<file path="src/rtl/uart_pkg.sv">
// ---------------------------------------------------------------------------
// uart_pkg
// Constants and types shared by both ends of the UART link (uart_tx and
// uart_rx). Keeping the baud arithmetic and frame shape in one place means
// the two ends cannot drift apart.
//   BASE_FREQ       clk frequency in Hz
//   BAUDRATE        line bit rate
//   COUNTS_PER_BIT  clk cycles per line bit (integer division)
//   FRAME_BITS      start + 8 data + parity + stop
//   rx_state_t      receiver FSM state encoding
//   even_parity()   parity bit that makes the set-bit count even
// ---------------------------------------------------------------------------
package uart_pkg;

    localparam int BASE_FREQ      = 50_000_000;
    localparam int BAUDRATE       = 115_200;
    localparam int COUNTS_PER_BIT = BASE_FREQ / BAUDRATE;
    localparam int DATA_BITS      = 8;
    localparam int FRAME_BITS     = 11;

    typedef enum logic [2:0] {
        RX_IDLE,
        RX_START,
        RX_DATA,
        RX_PARITY,
        RX_STOP
    } rx_state_t;

    // Parity bit the transmitter appends so data plus parity has an even
    // number of ones.
    function automatic logic even_parity(input logic [DATA_BITS-1:0] d);
        return ^d;
    endfunction

endpackage

</file>
<file path="src/rtl/uart_rx_if.sv">
// ---------------------------------------------------------------------------
// uart_rx_if
// Signal bundle between the UART receiver and its environment.
//   serial_in   asynchronous RX line, idles high
//   data_out    last received byte
//   data_valid  one-clk pulse per completed frame
//   parity_err  parity mismatch on the last frame
//   frame_err   stop bit sampled low on the last frame
// Modports:
//   master  the receiver itself (consumes the line, drives the byte/status)
//   slave   the surrounding logic (drives the line, consumes the byte/status)
// ---------------------------------------------------------------------------
interface uart_rx_if;

    logic       serial_in;
    logic [7:0] data_out;
    logic       data_valid;
    logic       parity_err;
    logic       frame_err;

    modport master (
        input  serial_in,
        output data_out,
        output data_valid,
        output parity_err,
        output frame_err
    );

    modport slave (
        output serial_in,
        input  data_out,
        input  data_valid,
        input  parity_err,
        input  frame_err
    );

endinterface

</file>
<file path="src/rtl/uart_sync.sv">
// ---------------------------------------------------------------------------
// uart_sync
// N-flop synchronizer for an asynchronous single-bit input. Every flop
// resets to RST_VAL so an idle-high line does not look like a falling edge
// while reset is released.
//   clk  system clock
//   rst  asynchronous active-low reset
//   d    asynchronous input
//   q    synchronized output (N clk of latency)
// ---------------------------------------------------------------------------
module uart_sync #(
    parameter int   N       = 2,
    parameter logic RST_VAL = 1'b1
) (
    input  logic clk,
    input  logic rst,
    input  logic d,
    output logic q
);

    logic [N-1:0] sync_ff;

    // NOTE: flops are written with <= so every stage samples the value the
    // previous stage held before this edge; = would collapse the chain.
    always_ff @(posedge clk or negedge rst) begin
        if (!rst) begin
            sync_ff <= {N{RST_VAL}};
        end else begin
            sync_ff <= {sync_ff[N-2:0], d};
        end
    end

    assign q = sync_ff[N-1];

endmodule

</file>
<file path="src/rtl/uart_rx.sv">
// ---------------------------------------------------------------------------
// uart_rx
// UART receiver: 1 start, 8 data (LSB first), 1 even-parity, 1 stop bit.
// The line is synchronized, a falling edge starts a frame, the start bit is
// re-checked at its centre and every following bit is sampled one bit period
// later, i.e. at its centre. Each completed frame (including bad ones)
// updates data_out and both flags and pulses data_valid for one clk.
//   clk             system clock
//   rst             asynchronous active-low reset
//   bus.serial_in   RX line (asynchronous, idles high)
//   bus.data_out    last received byte, held until the next frame completes
//   bus.data_valid  one-clk pulse per completed frame
//   bus.parity_err  parity mismatch on the last frame
//   bus.frame_err   stop bit sampled low on the last frame
// ---------------------------------------------------------------------------
module uart_rx #(
    parameter int BASE_FREQ      = uart_pkg::BASE_FREQ,
    parameter int BAUDRATE       = uart_pkg::BAUDRATE,
    parameter int COUNTS_PER_BIT = BASE_FREQ / BAUDRATE,
    parameter int HALF_BIT       = COUNTS_PER_BIT / 2
) (
    input  logic     clk,
    input  logic     rst,
    uart_rx_if.master bus
);

    import uart_pkg::rx_state_t;
    import uart_pkg::RX_IDLE;
    import uart_pkg::RX_START;
    import uart_pkg::RX_DATA;
    import uart_pkg::RX_PARITY;
    import uart_pkg::RX_STOP;
    import uart_pkg::even_parity;

    // One extra count is needed in RX_STOP to register the frame the cycle
    // after the stop bit is sampled.
    localparam int CNT_W = $clog2(COUNTS_PER_BIT + 1);

    localparam logic [CNT_W-1:0] HALF_LAST = CNT_W'(HALF_BIT - 1);
    localparam logic [CNT_W-1:0] BIT_LAST  = CNT_W'(COUNTS_PER_BIT - 1);
    localparam logic [CNT_W-1:0] BIT_END   = CNT_W'(COUNTS_PER_BIT);

    logic rx_s;
    logic rx_d;

    rx_state_t        state_q, state_d;
    logic [CNT_W-1:0] cnt_q, cnt_d;
    logic [2:0]       idx_q, idx_d;
    logic [7:0]       shift_q, shift_d;
    logic             par_q, par_d;
    logic             stop_q, stop_d;
    logic [7:0]       data_q, data_d;
    logic             dv_q, dv_d;
    logic             pe_q, pe_d;
    logic             fe_q, fe_d;

    uart_sync #(.N(2), .RST_VAL(1'b1)) u_sync (
        .clk (clk),
        .rst (rst),
        .d   (bus.serial_in),
        .q   (rx_s)
    );

    // Edge-detect register; resets high to match the idle line.
    always_ff @(posedge clk or negedge rst) begin
        if (!rst) begin
            rx_d <= 1'b1;
        end else begin
            rx_d <= rx_s;
        end
    end

    always_ff @(posedge clk or negedge rst) begin
        if (!rst) begin
            state_q <= RX_IDLE;
            cnt_q   <= '0;
            idx_q   <= '0;
            shift_q <= '0;
            par_q   <= 1'b0;
            stop_q  <= 1'b1;
            data_q  <= '0;
            dv_q    <= 1'b0;
            pe_q    <= 1'b0;
            fe_q    <= 1'b0;
        end else begin
            state_q <= state_d;
            cnt_q   <= cnt_d;
            idx_q   <= idx_d;
            shift_q <= shift_d;
            par_q   <= par_d;
            stop_q  <= stop_d;
            data_q  <= data_d;
            dv_q    <= dv_d;
            pe_q    <= pe_d;
            fe_q    <= fe_d;
        end
    end

    always_comb begin
        // NOTE: every signal gets a hold/default value first so no path
        // through the case below leaves one unassigned (which would infer a
        // latch).
        state_d = state_q;
        cnt_d   = cnt_q;
        idx_d   = idx_q;
        shift_d = shift_q;
        par_d   = par_q;
        stop_d  = stop_q;
        data_d  = data_q;
        pe_d    = pe_q;
        fe_d    = fe_q;
        dv_d    = 1'b0;

        case (state_q)
            RX_IDLE: begin
                cnt_d = '0;
                idx_d = '0;
                // Edge, not level: a line stuck low cannot retrigger.
                if (rx_d && !rx_s) begin
                    state_d = RX_START;
                end
            end

            RX_START: begin
                if (cnt_q == HALF_LAST) begin
                    cnt_d   = '0;
                    // High at the start-bit centre means a glitch.
                    state_d = rx_s ? RX_IDLE : RX_DATA;
                end else begin
                    cnt_d = cnt_q + CNT_W'(1);
                end
            end

            RX_DATA: begin
                if (cnt_q == BIT_LAST) begin
                    cnt_d          = '0;
                    shift_d[idx_q] = rx_s;
                    idx_d          = idx_q + 3'd1;
                    if (idx_q == 3'd7) begin
                        state_d = RX_PARITY;
                    end
                end else begin
                    cnt_d = cnt_q + CNT_W'(1);
                end
            end

            RX_PARITY: begin
                if (cnt_q == BIT_LAST) begin
                    cnt_d   = '0;
                    par_d   = rx_s;
                    state_d = RX_STOP;
                end else begin
                    cnt_d = cnt_q + CNT_W'(1);
                end
            end

            RX_STOP: begin
                if (cnt_q == BIT_END) begin
                    // Leaving at mid-stop-bit keeps back-to-back frames.
                    data_d  = shift_q;
                    pe_d    = even_parity(shift_q) ^ par_q;
                    fe_d    = ~stop_q;
                    dv_d    = 1'b1;
                    cnt_d   = '0;
                    state_d = RX_IDLE;
                end else begin
                    if (cnt_q == BIT_LAST) begin
                        stop_d = rx_s;
                    end
                    cnt_d = cnt_q + CNT_W'(1);
                end
            end

            default: begin
                state_d = RX_IDLE;
                cnt_d   = '0;
                idx_d   = '0;
            end
        endcase
    end

    assign bus.data_out   = data_q;
    assign bus.data_valid = dv_q;
    assign bus.parity_err = pe_q;
    assign bus.frame_err  = fe_q;

endmodule
</file>
<file path="src/flat_wrapper.sv">
// flat-port wrapper written by rule: the top's interface ports become plain ports
module uart_rx_flat import uart_pkg::rx_state_t; import uart_pkg::RX_IDLE; import uart_pkg::RX_START; import uart_pkg::RX_DATA; import uart_pkg::RX_PARITY; import uart_pkg::RX_STOP; import uart_pkg::even_parity;
#(
    parameter int BASE_FREQ      = uart_pkg::BASE_FREQ,
    parameter int BAUDRATE       = uart_pkg::BAUDRATE,
    parameter int COUNTS_PER_BIT = BASE_FREQ / BAUDRATE,
    parameter int HALF_BIT       = COUNTS_PER_BIT / 2
)
  (clk, rst, bus_serial_in, bus_data_out, bus_data_valid, bus_parity_err, bus_frame_err);
  uart_rx_if bus_i ();
  input  logic clk;
  input  logic rst;
  input wire logic [$bits(bus_i.serial_in)-1:0] bus_serial_in;
  output wire logic [$bits(bus_i.data_out)-1:0] bus_data_out;
  output wire logic [$bits(bus_i.data_valid)-1:0] bus_data_valid;
  output wire logic [$bits(bus_i.parity_err)-1:0] bus_parity_err;
  output wire logic [$bits(bus_i.frame_err)-1:0] bus_frame_err;
  assign bus_i.serial_in = bus_serial_in;
  assign bus_data_out = bus_i.data_out;
  assign bus_data_valid = bus_i.data_valid;
  assign bus_parity_err = bus_i.parity_err;
  assign bus_frame_err = bus_i.frame_err;
  uart_rx #(.BASE_FREQ(BASE_FREQ), .BAUDRATE(BAUDRATE), .COUNTS_PER_BIT(COUNTS_PER_BIT), .HALF_BIT(HALF_BIT)) u_core (.clk(clk), .rst(rst), .bus(bus_i));
endmodule
</file>
<file path="config.mk">
export PLATFORM = sky130hd
export DESIGN_NAME = uart_rx_flat
export DESIGN_NICKNAME = d
export VERILOG_FILES = /design/src/rtl/uart_pkg.sv /design/src/rtl/uart_rx_if.sv /design/src/rtl/uart_sync.sv /design/src/rtl/uart_rx.sv /design/src/flat_wrapper.sv
export SDC_FILE = /design/constraint.sdc
export NUM_CORES = 1
export LEC_CHECK = 0
export ABC_CLOCK_PERIOD_IN_PS = 4630
export CORE_UTILIZATION = 50
export DETAILED_ROUTE_END_ITERATION = 8
export PLACE_DENSITY = 0.7
export RECOVER_POWER = 50
export SLEW_MARGIN = 10
export SYNTH_ARGS = -nofsm -noshare
export SYNTH_HDL_FRONTEND = slang
export SYNTH_SLANG_ARGS = --single-unit
</file>
<file path="constraint.sdc">
create_clock -name clk -period 4.63 [get_ports clk]
set_input_delay 0.463 -clock clk [delete_from_list [all_inputs] [get_ports clk]]
set_output_delay 0.463 -clock clk [all_outputs]
set_load 0.02 [all_outputs]
</file>
Word-level counts from Yosys, hierarchy flattened:

Index checks and enable logic that the tools add are counted.

* register bits after elaboration: 39
* input port bits: 3
* logic and storage cells: 66

* add/subtract/negate cells: 2
* $lt $le $gt $ge: 2
* equality and inequality tests: 14
* multiplexer cells: 19
* bitwise gates (word level): 4
* reduce and logical (&&, ||, !) cells: 13

Operators by type and width (number)
* two-way mux 9 bit: 3
* one-hot mux 9 bit (3 select lines): 1
* two-way mux 3 bit: 7
* == test 9 bit (second input constant): 2
* one-hot mux 3 bit (5 select lines): 1
* inequality test 2 x 1 -> 1 bit (second input constant): 6
* adder 9 x 1 -> 9 bit (second input constant): 1
* == test 9 x 8 -> 1 bit (second input constant): 1
* bitwise mux 8 bit: 1
* AND reduction 2 bit: 4
* parity 8 bit: 1
* == test 3 x 2 -> 1 bit (second input constant): 2
* == test 3 bit (second input constant): 2
* one-hot mux 3 bit (2 select lines): 1
* AND reduction 6 bit: 1
* less-than comparator 3 x 4 -> 1 bit (second input constant): 1
* adder 3 x 1 -> 3 bit (second input constant): 1
* demux 1 bit (select 3 bit): 1
* == test 3 x 1 -> 1 bit (second input constant): 1
* greater-or-equal comparator 3 x 1 -> 1 bit (second input constant): 1
* zero test 3 bit: 1
* two-way mux 1 bit: 3
* inverter 1 bit: 3
* AND reduction 3 bit: 1
* other kinds (6): 7

Logic depth before layout (Yosys ltp):

* depth after elaboration: 5
* depth in mapped cells: 8
* mapped depth without buffers: 6

Cells and area by module:

Synthesis repeated with hierarchy kept, for this count alone.

* cells, all modules: 157
* area, all modules: 1940.6 sq um

Modules (own cells, without submodules)
* uart_rx: times used 1, cells each 155, area an instance 1888.1 sq um, seq. area each 928.4 sq um
* uart_sync: times used 1, cells each 2, area an instance 52.6 sq um, seq. area each 52.6 sq um

Worst setup path after synthesis:

No wires, ideal clock.

* kind: register to register
* start: reg u_core.cnt_q[0]
* end: reg u_core.data_q[2] (netlist: u_core.bus.data_out[2])
* setup time: 0.125 ns
* arrival: 1.942 ns
* data required time: 4.505 ns
* path slack: 2.563 ns
* cell stages (with the launch flop): 8
* cell sequence: dfrtp_1 -> inv_1 -> ha_1 -> or4b_1 -> or3b_1 -> buf_2 -> buf_6 -> mux2_4

* word-level cells in the longest chain between the ends: 2

RTL lines
* from (decl): RTL line uart_rx.sv:47 `logic [CNT_W-1:0] cnt_q, cnt_d;`
* from (signal assigned): RTL line uart_rx.sv:87 `cnt_q <= cnt_d;`
* == test 9 bit: RTL line uart_rx.sv:158 `if (cnt_q == BIT_END) begin`
* AND reduction 2 bit (no source line)
* to (signal assigned): RTL line uart_rx.sv:92 `data_q <= data_d;`
* to (decl): RTL line uart_rx.sv:52 `logic [7:0] data_q, data_d;`

No other way between the ends.
A chain may end at the register's enable or synchronous reset.

Worst setup path in the final report:

* start: reg u_core.cnt_q[1]
* end: reg u_core.shift_q[7]

* word-level cells in the longest chain between the ends: 2

RTL lines
* == test 9 bit: RTL line uart_rx.sv:135 `if (cnt_q == BIT_LAST) begin`
* AND reduction 2 bit (no source line)
* to (signal assigned): RTL line uart_rx.sv:89 `shift_q <= shift_d;`
* to (decl): RTL line uart_rx.sv:49 `logic [7:0] shift_q, shift_d;`

No other way between the ends.

==> impl_metrics.tcl <==
set metrics [dict create \
    status "finished with violations" \
    failed_checks "capacitance limit, slew limit" \
    place_area_sq_um 2041 \
    path_cells "inv_1 > ha_1 > or4b_4 > nor4_1 > nand4_1 > mux2_2" \
    post-route-period-util_pct 49.02 \
    initial_core_util_pct 51.91 \
    numCtsBuffers 5 \
    rows 22 \
    slowest_stage "nor4_1" \
    maxSlewViolCount 40 \
    syn_area_sq_um 1901 \
    grt_max_degree 40 \
    drive_gt1_share_pct 16.48 \
    gr-total-overflow 0 \
    hold_path_class "register to register" \
    synthesis.nets 178 \
    dp.cells 222 \
    antenna_cells 0 \
    max_stage_delay_ns 0.54 \
    worstPathArrival_ns 2.45 \
    cts_root_buf "clkbuf_8" \
    worst_slew_pin_slew_ns 2.050 \
    die_y_um 63.66 \
    cts_tree "built" \
    fp.dieArea_sq_um 4052 \
    cp_num_buf_inv 1 \
    clk_latency_ns 0.29 \
    area_growth_pct 11.59 \
    min_period_ns 2.269 \
    worst_ep_required_time_ns 4.81 \
    cp_top_family "simple AND/OR/NAND/NOR gates" \
    rsz0062_at_grt "false" \
    yosysTopAreaCellShare_pct 46.08 \
    p_leak_uw 0.0009658 \
    synth-main-ff-cell "dfrtp_1" \
    ios 14 \
    die_x_um 63.66 \
    drc 0 \
    max_freq_mhz 440.6 \
    syn_inst 169 \
    cap_violations 1 \
    routabilityCongestion 0.8404 \
    finalWirelength_um 3308 \
    final_nets 190 \
    via_per_inst 5.452 \
    ir_worst_vdd_v 0.0002200 \
    cts_resized 0 \
    worstSetupPathType "register to register" \
    synth_edf_count 0 \
    coreArea_sq_um 3661 \
    dr.pass1.iters 4 \
    grt_pass1_vias 1230 \
    yosysMostFrequentCell "dfrtp_1" \
    grt_pass1_wl_um 5885 \
    finalInstanceArea_sq_um 2121 \
    cts.sinks 39 \
    synthArstFlopShare_pct 100.0 \
    synth-seq-cells 39 \
    ant_nets 0 \
    via_count 1254 \
    holdBufCountCts 0 \
    grt_usage_pct 19.24 \
    setup_violations 0 \
    ys_top_cells_by_count "dfrtp_1, nand2_1, nor2_1, o21ai_0, mux2_2" \
    cp_max_fo 5 \
    cts_setup_buffers 0 \
    dpl.hpwl_um 2406 \
    drt_iter0_drc 66 \
    netlist_top_cells_area "dfrtp_1, mux2_2, dfstp_2" \
    endpoint_kind "register" \
    power.density_nw_per_um2 333.9 \
    synth_cell_types 37 \
    yosysWarnings 0 \
    io_buffers 13 \
    avgSynthCellArea_sq_um 11.25 \
    path_clk_slew_ns 0.07 \
    finalNonFillerCells 230 \
    startpoint_type "register" \
    hold_viol_final 0 \
    ys_seq_area_share_pct 51.61 \
    setup_ws_ns 2.361 \
    wire_per_inst_um 14.38 \
    yosysTopAreaCell "dfrtp_1" \
    clockBufferDepth 2 \
    slew-limit-headroom_pct -36.65 \
    setup_tns_ns 0 \
    place_ws_ns 2.379 \
    finClkSkew_ns 0.005268 \
    htree_levels 2 \
    antenna_found_initial 0 \
]
==> area by class of cell <==
type                       count  area (sq um)
sequential                    39         980.9
timing repair buffer          13         123.9
multi-input combinational    116         852.1
clock inverter                 1         5.005
inverter                       6         22.52
clock buffer                   7         76.32
fill                         308          1540
tap                           48         60.06
==> through the flow <==
stage          power (uW)  hold WS, ns  utilization [%]
4_1_cts             716.4       0.3089            57.96
3_5_place_dp        498.5       0.3476            55.74
2_1_floorplan       474.0       0.1674                -
6_report            708.2       0.3624            57.93
5_1_grt             750.1       0.3668            57.93
3_3_place_gp        491.8       0.3462            55.74
==> worst reg2reg max path: cells and delay by family (launching register included) <==
| kind | cells | cell delay (ns) |
|---|---|---|
| adder cells (fa/ha/maj) | 1 | 0.14 |
| buffers and inverters | 1 | 0.10 |
| flip-flops | 1 | 0.42 |
| multiplexers | 1 | 0.29 |
| AND/OR/NAND/NOR | 3 | 1.21 |
==> where the power goes <==
group / switching [uW] / internal, uW
combinational: 58.3 / 47.9
clock: 112 / 106
sequential: 26.6 / 357
total: 197 / 511
==> registers in the layout, indices dropped and copies added (netlist names) <==
register and count:
u_core.bus.data_out 8, u_core.bus.data_valid 1, u_core.bus.frame_err 1, u_core.bus.parity_err 1, u_core.cnt_q 9, u_core.idx_q 3
u_core.par_q 1, u_core.rx_d 1, u_core.shift_q 8, u_core.state_q 3, u_core.stop_q 1, u_core.u_sync.sync_ff 2
==> final timing paths <==
kind | slack (ns) | to | cells past startpoint | start
hold / removal | 0.36 | u_core.u_sync.sync_ff[1]$_DFF_PN1_ | 0 | u_core.u_sync.sync_ff[0]$_DFF_PN1_
setup / recovery | 2.36 | u_core.shift_q[7]$_DFFE_PN0P_ | 6 | u_core.cnt_q[1]$_DFF_PN0_
setup reg to reg | 2.36 | u_core.shift_q[7]$_DFFE_PN0P_ | 6 | u_core.cnt_q[1]$_DFF_PN0_
hold reg to reg | 0.36 | u_core.u_sync.sync_ff[1]$_DFF_PN1_ | 0 | u_core.u_sync.sync_ff[0]$_DFF_PN1_
max in group asynchronous | 2.70 | u_core.state_q[0]$_DFFE_PN0P_ | 1 | rst
min in group asynchronous | 0.76 | u_core.bus.data_valid$_DFF_PN0_ | 1 | rst
==> cells by family after synthesis <==
logic type                 count (synthesis)  synth area share, %
and+or+nand+nor                           57                15.60
DFF                                       39                51.61
AOI/OAI and AO/OA                         22                7.110
muxes                                     17                10.99
xor gates and xnor gates                  14                7.176
buffers and inverters                     14                3.555
adders and majority gates                  6                3.950
==> per-layer routing <==
metal,vias up,GRT usage [%],wire length [um]
li1,607,-,-
met4,0,7.670,57
met5,-,0,0
met3,5,4.348,101
met2,23,32.45,1703
met1,619,23.65,1446
==> cell usage in the layout (no fill, tap or decap), types with 4 or more instances in the layout <==
master	count
mux2_2	11
xor2_1	4
dfrtp_1	35
mux2_4	5
nor3_1	6
xnor2_1	9
inv_1	6
clkdlybuf4s50_1	9
nand2_1	15
nor2_1	13
clkbuf_8	5
o21ai_0	12
ha_1	6
(Power assumes the default switching activity.)
